--- src/rtl/data_bus_pkg.sv ---
// Shared constants for the data-side responder: register map, status bit layout
// and the address-region select used by the decoder.
package data_bus_pkg;

    localparam logic [31:0] CONSOLE_DATA_ADDR   = 32'h8000_0000;
    localparam logic [31:0] CONSOLE_STATUS_ADDR = 32'h8000_0004;
    localparam logic [31:0] CYCLE_COUNT_ADDR    = 32'h8000_0008;

    localparam int STATUS_FULL_BIT     = 0;
    localparam int STATUS_EMPTY_BIT    = 1;
    localparam int STATUS_OVERFLOW_BIT = 2;
    localparam int STATUS_COUNT_LSB    = 8;
    localparam int STATUS_COUNT_W      = 8;

    typedef enum logic [2:0] {
        RAM,
        CONSOLE_DATA,
        CONSOLE_STATUS,
        CYCLE_COUNT,
        NONE
    } region_e;

endpackage

--- src/rtl/console_fifo.sv ---
// Byte FIFO feeding the console sink through a valid/ready handshake.
// A push into a full FIFO is still accepted when the head leaves in the same cycle.
module console_fifo #(
    parameter int DEPTH = 4
) (
    input  logic                     clock,
    input  logic                     reset,
    input  logic                     push,
    input  logic [7:0]               push_data,
    input  logic                     pop_ready,
    output logic                     valid,
    output logic [7:0]               head,
    output logic                     full,
    output logic                     empty,
    output logic [$clog2(DEPTH):0]   count,
    output logic                     push_accepted
);

    localparam int PTR_W = $clog2(DEPTH);
    localparam int CNT_W = PTR_W + 1;

    logic [7:0]       mem_q [DEPTH];
    logic [PTR_W-1:0] rd_ptr_q, rd_ptr_d;
    logic [PTR_W-1:0] wr_ptr_q, wr_ptr_d;
    logic [CNT_W-1:0] count_q, count_d;
    logic             pop;

    assign valid         = (count_q != '0);
    assign empty         = (count_q == '0);
    assign full          = (count_q == CNT_W'(DEPTH));
    assign count         = count_q;
    assign pop           = valid && pop_ready;
    assign push_accepted = push && (!full || pop);
    // Gating keeps the head at zero after reset, since the storage is not cleared.
    assign head          = valid ? mem_q[rd_ptr_q] : 8'h00;

    always_comb begin
        rd_ptr_d = rd_ptr_q;
        wr_ptr_d = wr_ptr_q;
        count_d  = count_q;
        if (push_accepted) begin
            wr_ptr_d = wr_ptr_q + PTR_W'(1);
        end
        if (pop) begin
            rd_ptr_d = rd_ptr_q + PTR_W'(1);
        end
        case ({push_accepted, pop})
            2'b10:   count_d = count_q + CNT_W'(1);
            2'b01:   count_d = count_q - CNT_W'(1);
            default: count_d = count_q;
        endcase
    end

    always_ff @(posedge clock or posedge reset) begin
        if (reset) begin
            rd_ptr_q <= '0;
            wr_ptr_q <= '0;
            count_q  <= '0;
        end else begin
            rd_ptr_q <= rd_ptr_d;
            wr_ptr_q <= wr_ptr_d;
            count_q  <= count_d;
        end
    end

    always_ff @(posedge clock) begin
        if (push_accepted) begin
            mem_q[wr_ptr_q] <= push_data;
        end
    end

endmodule

--- src/rtl/data_bus_responder.sv ---
// Data-port responder for the single-cycle core: word RAM, console FIFO and cycle counter.
// Define DATA_BUS_RESPONDER_CYCLE_COUNTER_EN to build the CYCLE_COUNT register.
module data_bus_responder
    import data_bus_pkg::*;
#(
    parameter int RAM_WORDS  = 64,
    parameter int FIFO_DEPTH = 4
) (
    input  logic        clock,
    input  logic        reset,
    input  logic        memory_write,
    input  logic [31:0] address,
    input  logic [31:0] write_data,
    output logic [31:0] read_data,
    output logic        console_valid,
    output logic [7:0]  console_data,
    input  logic        console_ready
);

    localparam int RAM_AW = $clog2(RAM_WORDS);
    localparam int CNT_W  = $clog2(FIFO_DEPTH) + 1;

    region_e          region;
    logic [31:0]      ram_q [RAM_WORDS];
    logic             overflow_q, overflow_d;
    logic             fifo_push, fifo_accepted, fifo_full, fifo_empty;
    logic [CNT_W-1:0] fifo_count;
    logic [31:0]      status_word;
    logic [31:0]      cycle_value;

    // The low two address bits are ignored everywhere: only word accesses exist.
    always_comb begin
        region = NONE;
        if (address[31:RAM_AW+2] == '0) begin
            region = RAM;
        end else if (address[31:2] == CONSOLE_DATA_ADDR[31:2]) begin
            region = CONSOLE_DATA;
        end else if (address[31:2] == CONSOLE_STATUS_ADDR[31:2]) begin
            region = CONSOLE_STATUS;
        end else if (address[31:2] == CYCLE_COUNT_ADDR[31:2]) begin
            region = CYCLE_COUNT;
        end
    end

    always_ff @(posedge clock) begin
        if (memory_write && (region == RAM)) begin
            ram_q[address[RAM_AW+1:2]] <= write_data;
        end
    end

    assign fifo_push = memory_write && (region == CONSOLE_DATA);

    console_fifo #(
        .DEPTH(FIFO_DEPTH)
    ) u_console_fifo (
        .clock        (clock),
        .reset        (reset),
        .push         (fifo_push),
        .push_data    (write_data[7:0]),
        .pop_ready    (console_ready),
        .valid        (console_valid),
        .head         (console_data),
        .full         (fifo_full),
        .empty        (fifo_empty),
        .count        (fifo_count),
        .push_accepted(fifo_accepted)
    );

    always_comb begin
        overflow_d = overflow_q;
        if (fifo_push && !fifo_accepted) begin
            overflow_d = 1'b1;
        end else if (memory_write && (region == CONSOLE_STATUS)) begin
            overflow_d = 1'b0;
        end
    end

    always_ff @(posedge clock or posedge reset) begin
        if (reset) begin
            overflow_q <= 1'b0;
        end else begin
            overflow_q <= overflow_d;
        end
    end

`ifdef DATA_BUS_RESPONDER_CYCLE_COUNTER_EN
    logic [31:0] cycle_q, cycle_d;

    // A software load wins over the free-running increment.
    always_comb begin
        cycle_d = cycle_q + 32'd1;
        if (memory_write && (region == CYCLE_COUNT)) begin
            cycle_d = write_data;
        end
    end

    always_ff @(posedge clock or posedge reset) begin
        if (reset) begin
            cycle_q <= '0;
        end else begin
            cycle_q <= cycle_d;
        end
    end

    assign cycle_value = cycle_q;
`else
    assign cycle_value = 32'h0000_0000;
`endif

    always_comb begin
        status_word                                       = '0;
        status_word[STATUS_FULL_BIT]                      = fifo_full;
        status_word[STATUS_EMPTY_BIT]                     = fifo_empty;
        status_word[STATUS_OVERFLOW_BIT]                  = overflow_q;
        status_word[STATUS_COUNT_LSB +: STATUS_COUNT_W]   = STATUS_COUNT_W'(fifo_count);
    end

    always_comb begin
        read_data = '0;
        case (region)
            RAM:            read_data = ram_q[address[RAM_AW+1:2]];
            CONSOLE_STATUS: read_data = status_word;
            CYCLE_COUNT:    read_data = cycle_value;
            default:        read_data = '0;
        endcase
    end

endmodule

--- config.mk ---
export PLATFORM = sky130hd
export DESIGN_NAME = data_bus_responder
export DESIGN_NICKNAME = d
export VERILOG_FILES = /design/src/rtl/data_bus_pkg.sv /design/src/rtl/console_fifo.sv /design/src/rtl/data_bus_responder.sv
export SDC_FILE = /design/constraint.sdc
export NUM_CORES = 2
export LEC_CHECK = 0
export ABC_AREA = 1
export BUFFER_PORTS_ARGS = -buffer_cell sky130_fd_sc_hd__buf_2
export CAP_MARGIN = 20
export CORE_MARGIN = 2
export CORE_UTILIZATION = 25
export DETAILED_ROUTE_END_ITERATION = 7
export GPL_ROUTABILITY_DRIVEN = 0
export HOLD_SLACK_MARGIN = 0.15
export SYNTH_ARGS = -nofsm -noshare
export SYNTH_HDL_FRONTEND = slang
export SYNTH_HIERARCHICAL = 1
export SYNTH_SLANG_ARGS = --single-unit
--- constraint.sdc ---
create_clock -name clock -period 1.91 [get_ports clock]
set_clock_uncertainty 0.1 [all_clocks]
set_input_delay 0.191 -clock clock [delete_from_list [all_inputs] [get_ports clock]]
set_output_delay 0.191 -clock clock [all_outputs]
set_load 0.02 [all_outputs]
# Yosys cells after proc, flatten, opt, wreduce, memory -nomap -nowiden
# Memories as Yosys holds them, arrays and structs flattened.
# Cells that the tools add are included.
classes:
  add_sub_neg: 4
  eq_ne: 8
  muxes: 13
  reduce_logical: 15
op_table:
  columns: ["cell", "n"]
  rows:
  - ["$eq A30 B30 Y1 const B", 3]
  - ["$pmux W32 S2", 1]
  - ["$logic_not A24 Y1", 1]
  - ["$mux W3", 4]
  - ["$mux W8", 1]
  - ["$logic_and A1 B1 Y1", 6]
  - ["$logic_not A3 Y1", 2]
  - ["$mux W1", 6]
  - ["$pmux W3 S2", 1]
  - ["$add A2 B1 Y2 const B", 2]
  - ["$reduce_bool A2 Y1", 2]
  - ["$add A3 B1 Y3 const B", 1]
  - ["$eq A3 B1 Y1 const B", 1]
  - ["$eq A3 B2 Y1 const B", 1]
  - ["$eq A3 B3 Y1 const B", 1]
  - ["$reduce_bool A3 Y1", 1]
  - ["$sub A3 B1 Y3 const B", 1]
  - ["$eq A2 B1 Y1 const B", 1]
  - ["$eq A2 B2 Y1 const B", 1]
  - ["$logic_not A1 Y1", 2]
  - ["$logic_or A1 B1 Y1", 1]
word_totals:
  regBits: 8
  mem_bits_rw: 2080
  inputBits: 68
  mem_count: 2
memory_table:
  columns: ["memory", "words", "width", "rd", "rd_ports_with_merged_regs", "write_ports", "line_no", "source"]
  rows:
  - ["ram_q", 64, 32, 1, 0, 1, "data_bus_responder.sv:24", "logic [31:0] ram_q [RAM_WORDS];"]
  - ["u_console_fifo.mem_q", 4, 8, 1, 0, 1, "console_fifo.sv:22", "logic [7:0] mem_q [DEPTH];"]

# Longest topological paths before layout
depth:
  depth_word: 11
  ltp_mapped: 15
  ltp_nobuf: 12

# Modules after synthesis
# The synthesis kept the hierarchy.
by_module_without_submodules:
  columns: ["module", "n_inst", "cells_each", "area_per_inst_um2"]
  rows:
  - ["data_bus_responder", 1, 7237, 83289.9]
  - ["console_fifo", 1, 152, 1731.7]

# Worst setup path after synthesis
# Ideal clock, no wire load.
synth_timing:
  path_kind: "input port to flip-flop"
  startpoint: "in address[17]"
  endpoint: "mem ram_q[15][0] (enable)"
  setup_time_ns: 0.421
  t_arrival_ns: 2.621
  required_time_ns: 1.389
  slack_ns: -1.232
  stages: 6
  cell_sequence: "or2_2 > nor3_2 > nand3b_2 > nor2_4 > nand2_1 > nor2_1"
synth_between:
  elab_chain_len: 9
synth_lines:
  columns: ["element", "line_no", "source"]
  rows:
  - ["from (decl)", "data_bus_responder.sv:12", "input logic [31:0] address,"]
  - ["$eq A30 B30 Y1", "data_bus_responder.sv:40", "end else if (address[31:2] == CYCLE_COUNT_ADDR[31:2]) begin"]
  - ["$mux W3", "data_bus_responder.sv:40", null]
  - ["$mux W3", "data_bus_responder.sv:38", "end else if (address[31:2] == CONSOLE_STATUS_ADDR[31:2]) begin"]
  - ["$mux W3", "data_bus_responder.sv:36", "end else if (address[31:2] == CONSOLE_DATA_ADDR[31:2]) begin"]
  - ["$mux W3 (*)", "data_bus_responder.sv:34", "if (address[31:RAM_AW+2] == '0) begin"]
  - ["$logic_not A3 Y1 (*)", "data_bus_responder.sv:46", "if (memory_write && (region == RAM)) begin"]
  - ["$logic_and A1 B1 Y1 (*)", "data_bus_responder.sv:46", null]
  - ["$mux W1 (*)", "data_bus_responder.sv:46", null]
  - ["$mux W1 (implied by the code) (*)", "data_bus_responder.sv:47", "ram_q[address[RAM_AW+1:2]] <= write_data;"]
  - ["to (decl)", "data_bus_responder.sv:24", null]
# Mark *: on every way between the ends. The rest lies on a longest branch, timed or not.

# Worst setup path in the final report
layout_timing:
  startpoint: "mem ram_q[56][22]"
  endpoint: "out read_data[22]"
layout_between:
  elab_chain_len: 2
layout_lines:
  columns: ["element", "line_no", "source"]
  rows:
  - ["$mem_v2 Z64 W32", null, null]
  - ["$pmux W32 S2", "data_bus_responder.sv:120", "case (region)"]
  - ["to (decl)", "data_bus_responder.sv:14", "output logic [31:0] read_data,"]
# No other way between the ends.

==> flow_summary.json <==
{
  "status": "complete, but fails checks",
  "violations": "setup timing",
  "avgSynthCellArea_sq_um": 11.51,
  "clock_path_buffers": 3,
  "insertion_delay_ps": 850,
  "power.total_mw": 99.93,
  "slew_headroom_pct": 43.98,
  "die_height_um": 587.2,
  "post-route-util_pct": 31.85,
  "finalHoldViolCount": 0,
  "grt_overflow_total": 0,
  "dieArea_sq_mm": 0.3448,
  "ys_seq_area_share_pct": 73.70,
  "drive_gt1_share_pct": 19.08,
  "syn_area_sq_mm": 0.08502,
  "routedWlPerCell_um": 20.62,
  "post-route-period-util_pct": 147.8,
  "clock-sinks": 2088,
  "coreArea_sq_mm": 0.3392,
  "synth.net_count": 7462,
  "cp.required_ps": 1620,
  "crit_path_max_fanout": 1,
  "end_kind": "output pin",
  "grt_pass1_wl_mm": 381.0,
  "yosysWarnings": 6,
  "port_buffers": 106,
  "routed_wirelength_mm": 264.7,
  "dr_total_vias": 58149,
  "max_slew.worst_pin.slew_ps": 840.3,
  "grt_max_degree": 69,
  "rsz0062_at_grt": "true",
  "fin_nets": 8196,
  "regArea_sq_mm": 0.06266,
  "fmax_ghz": 0.3541,
  "drtPass1Iterations": 6,
  "grt_use_total_pct": 14.87,
  "layout_min_cycle_time_ps": 2824,
  "root_buffer": "clkbuf_16",
  "drtAntennaViolNets": 0,
  "holdWs_ps": 119.3,
  "numCtsBuffers": 213,
  "synth_cell_types": 38,
  "die_x_um": 587.2,
  "powerDensity_mw_per_mm2": 924.8,
  "startpoint_type": "flop",
  "reg2reg_slack_ps": 290,
  "pre_cts_ws_ps": -1336,
  "start_util_pct": 25.06,
  "ir_drop_uv": 812.9,
  "drv_cap": 0,
  "io_pins": 109,
  "dp_hpwl_mm": 164.1,
  "drc": 0,
  "ys_ff_latch": 2088,
  "setup_viol": 41,
  "syn_inst": 7389,
  "tritoncts": "yes",
  "drtIter0Drc": 6129,
  "hold_class": "input port to flop",
  "first_global_vias": 54833,
  "antenna_found_initial": 18,
  "h-tree-depth": 4,
  "fill_cells": 33553,
  "viasPerCell": 4.530,
  "critPathKind": "flop to output pin",
  "multi_input_area_sq_mm": 0.02125,
  "syn2layout_area_growth_pct": 27.09,
  "p_leak_nw": 39.98,
  "crit_arrival_ps": 2530,
  "setup_ws_ps": -913.9,
  "rows": 214,
  "drv_slew": 0,
  "clkTransAtPathRegs_ps": 60
}
## layout by cell type, fill, tap and decap left out, types with 14 or more instances in the layout
cell	count
clkbuf_1	50
nor2_4	120
nand2_2	150
o21ai_1	432
o21ai_0	181
clkbuf_16	215
nand2_1	1711
or2_2	14
nand2_4	65
buf_12	261
nand3_1	124
o22ai_1	98
inv_1	315
clkinv_1	57
buf_6	70
nand4_1	51
nor2_1	1384
buf_4	458
o21bai_1	78
dlygate4sd3_1	41
a21oi_1	84
edfxtp_1	2080
nor2_2	26
buf_2	62
clkinv_2	29
bufinv_16	19
## stage by stage
step	setup TNS, ps	instance area [sq um]	instances
2_1_floorplan	-1074160	85560	7389
3_3_place_gp	-1307270	98890	12393
3_5_place_dp	-1289020	98890	12393
4_1_cts	-31800	107600	12832
5_1_grt	-34040	108000	12833
6_report	-29000	108100	12837
## synth_stat cells
cell	number	area share, %
a21oi_1	96	0.57
nand3_1	133	0.78
nand3b_1	1	0.0088
a31oi_1	5	0.037
inv_1	318	1.4
o21ai_1	312	1.8
inv_4	1	0.0074
o21ai_2	1	0.010
dfrtp_1	8	0.24
nor2_4	5	0.066
xor2_1	2	0.021
or2_2	16	0.12
nor3_1	5	0.029
nor2_2	5	0.037
buf_1	15	0.066
o21a_1	1	0.0088
o21ai_0	308	1.8
nand2_2	7	0.052
nand3_2	1	0.012
nand3b_2	2	0.026
o22a_1	1	0.010
o22ai_1	98	0.72
buf_2	236	1.4
o21bai_1	79	0.70
buf_6	10	0.13
nand2_1	1919	8.5
edfxtp_1	2080	73
nor2_1	1520	6.7
nand4_1	51	0.38
or2_1	2	0.015
nand2_4	3	0.040
and3_1	1	0.0074
clkbuf_1	105	0.46
ha_1	4	0.059
inv_2	13	0.057
nor3_2	5	0.059
buf_4	19	0.17
fa_1	1	0.024
## worst paths after layout
check,startpoint,end,depth (start not counted)
worst max-delay path,ram_q[56][22]$_DFFE_PP_,read_data[22],13
worst max register to register,u_console_fifo/count[1]$_DFFE_PP0P_,u_console_fifo/count[1]$_DFFE_PP0P_,8
min in group asynchronous,reset,u_console_fifo/count[2]$_DFFE_PP0P_,4
worst min register to register,overflow_q$_DFFE_PP0P_,overflow_q$_DFFE_PP0P_,2
worst min-delay path,address[18],u_console_fifo/wr_ptr_q[0]$_DFFE_PP0P_,9
max in group asynchronous,reset,overflow_q$_DFFE_PP0P_,5
## what timing repair did
action	in CTS	in global routing
gates resized for setup	488	192
cloned	4	0
endpoints found under the hold margin	2128	1
setup buffers	17	5
pin swaps	160	177
hold buffers	41	1
endpoints found under the setup margin	43	42
## cells by family after synthesis
family                   count (synthesis)  synth area share, %
AO/OA/AOI/OAI                          901                5.700
XOR/XNOR                                 2              0.02061
adder cells (fa/ha/maj)                  5              0.08241
buffers and inverters                  717                3.688
flip-flops                            2088                73.70
AND/OR/NAND/NOR                       3676                16.81
## metal layers
metal / vias up / global-route usage, % / wire length [um]
li1: 26662 / - / -
met1: 28831 / 20.30 / 112800
met2: 2241 / 24.28 / 124400
met3: 413 / 2.146 / 18950
met4: 2 / 4.740 / 8532
met5: - / 0 / 13
## power by group
part,switching (mW),total [mW],internal [mW],leakage [nW]
combinational,5.42,8.57,3.15,17.9
clock,17.7,40.9,23.2,3.29
sequential,0.0736,50.5,50.4,18.8
## worst max-delay path: stages, from the launching register on
cell,delay [ps]
edfxtp_1,320
nor2_1,40
o21ai_1,140
nand2_1,70
nand2_1,80
nand2_2,100
nand2_1,90
nand2_2,110
nor2_2,120
buf_6,160
nand2_2,60
nor2_2,110
buf_6,130
buf_6,110
## state kept, by name (all words and copies together) (netlist names)
| signal | cells |
|---|---|
| u_console_fifo/count | 3 |
| u_console_fifo/rd_ptr_q | 2 |
| u_console_fifo/mem_q | 32 |
| ram_q | 2048 |
| u_console_fifo/wr_ptr_q | 2 |
| overflow_q | 1 |
## cell type report
cell class	instances	area share, %
sequential	2088	57.99
inverter	332	1.185
clock inverter	123	1.104
multi-input combinational	4584	19.66
clock buffer	265	5.153
timing repair inverter	1	0.008106
antenna	5	0.01158
tap	4536	5.252
timing repair buffer	903	9.632
(Power assumes the default switching activity.)
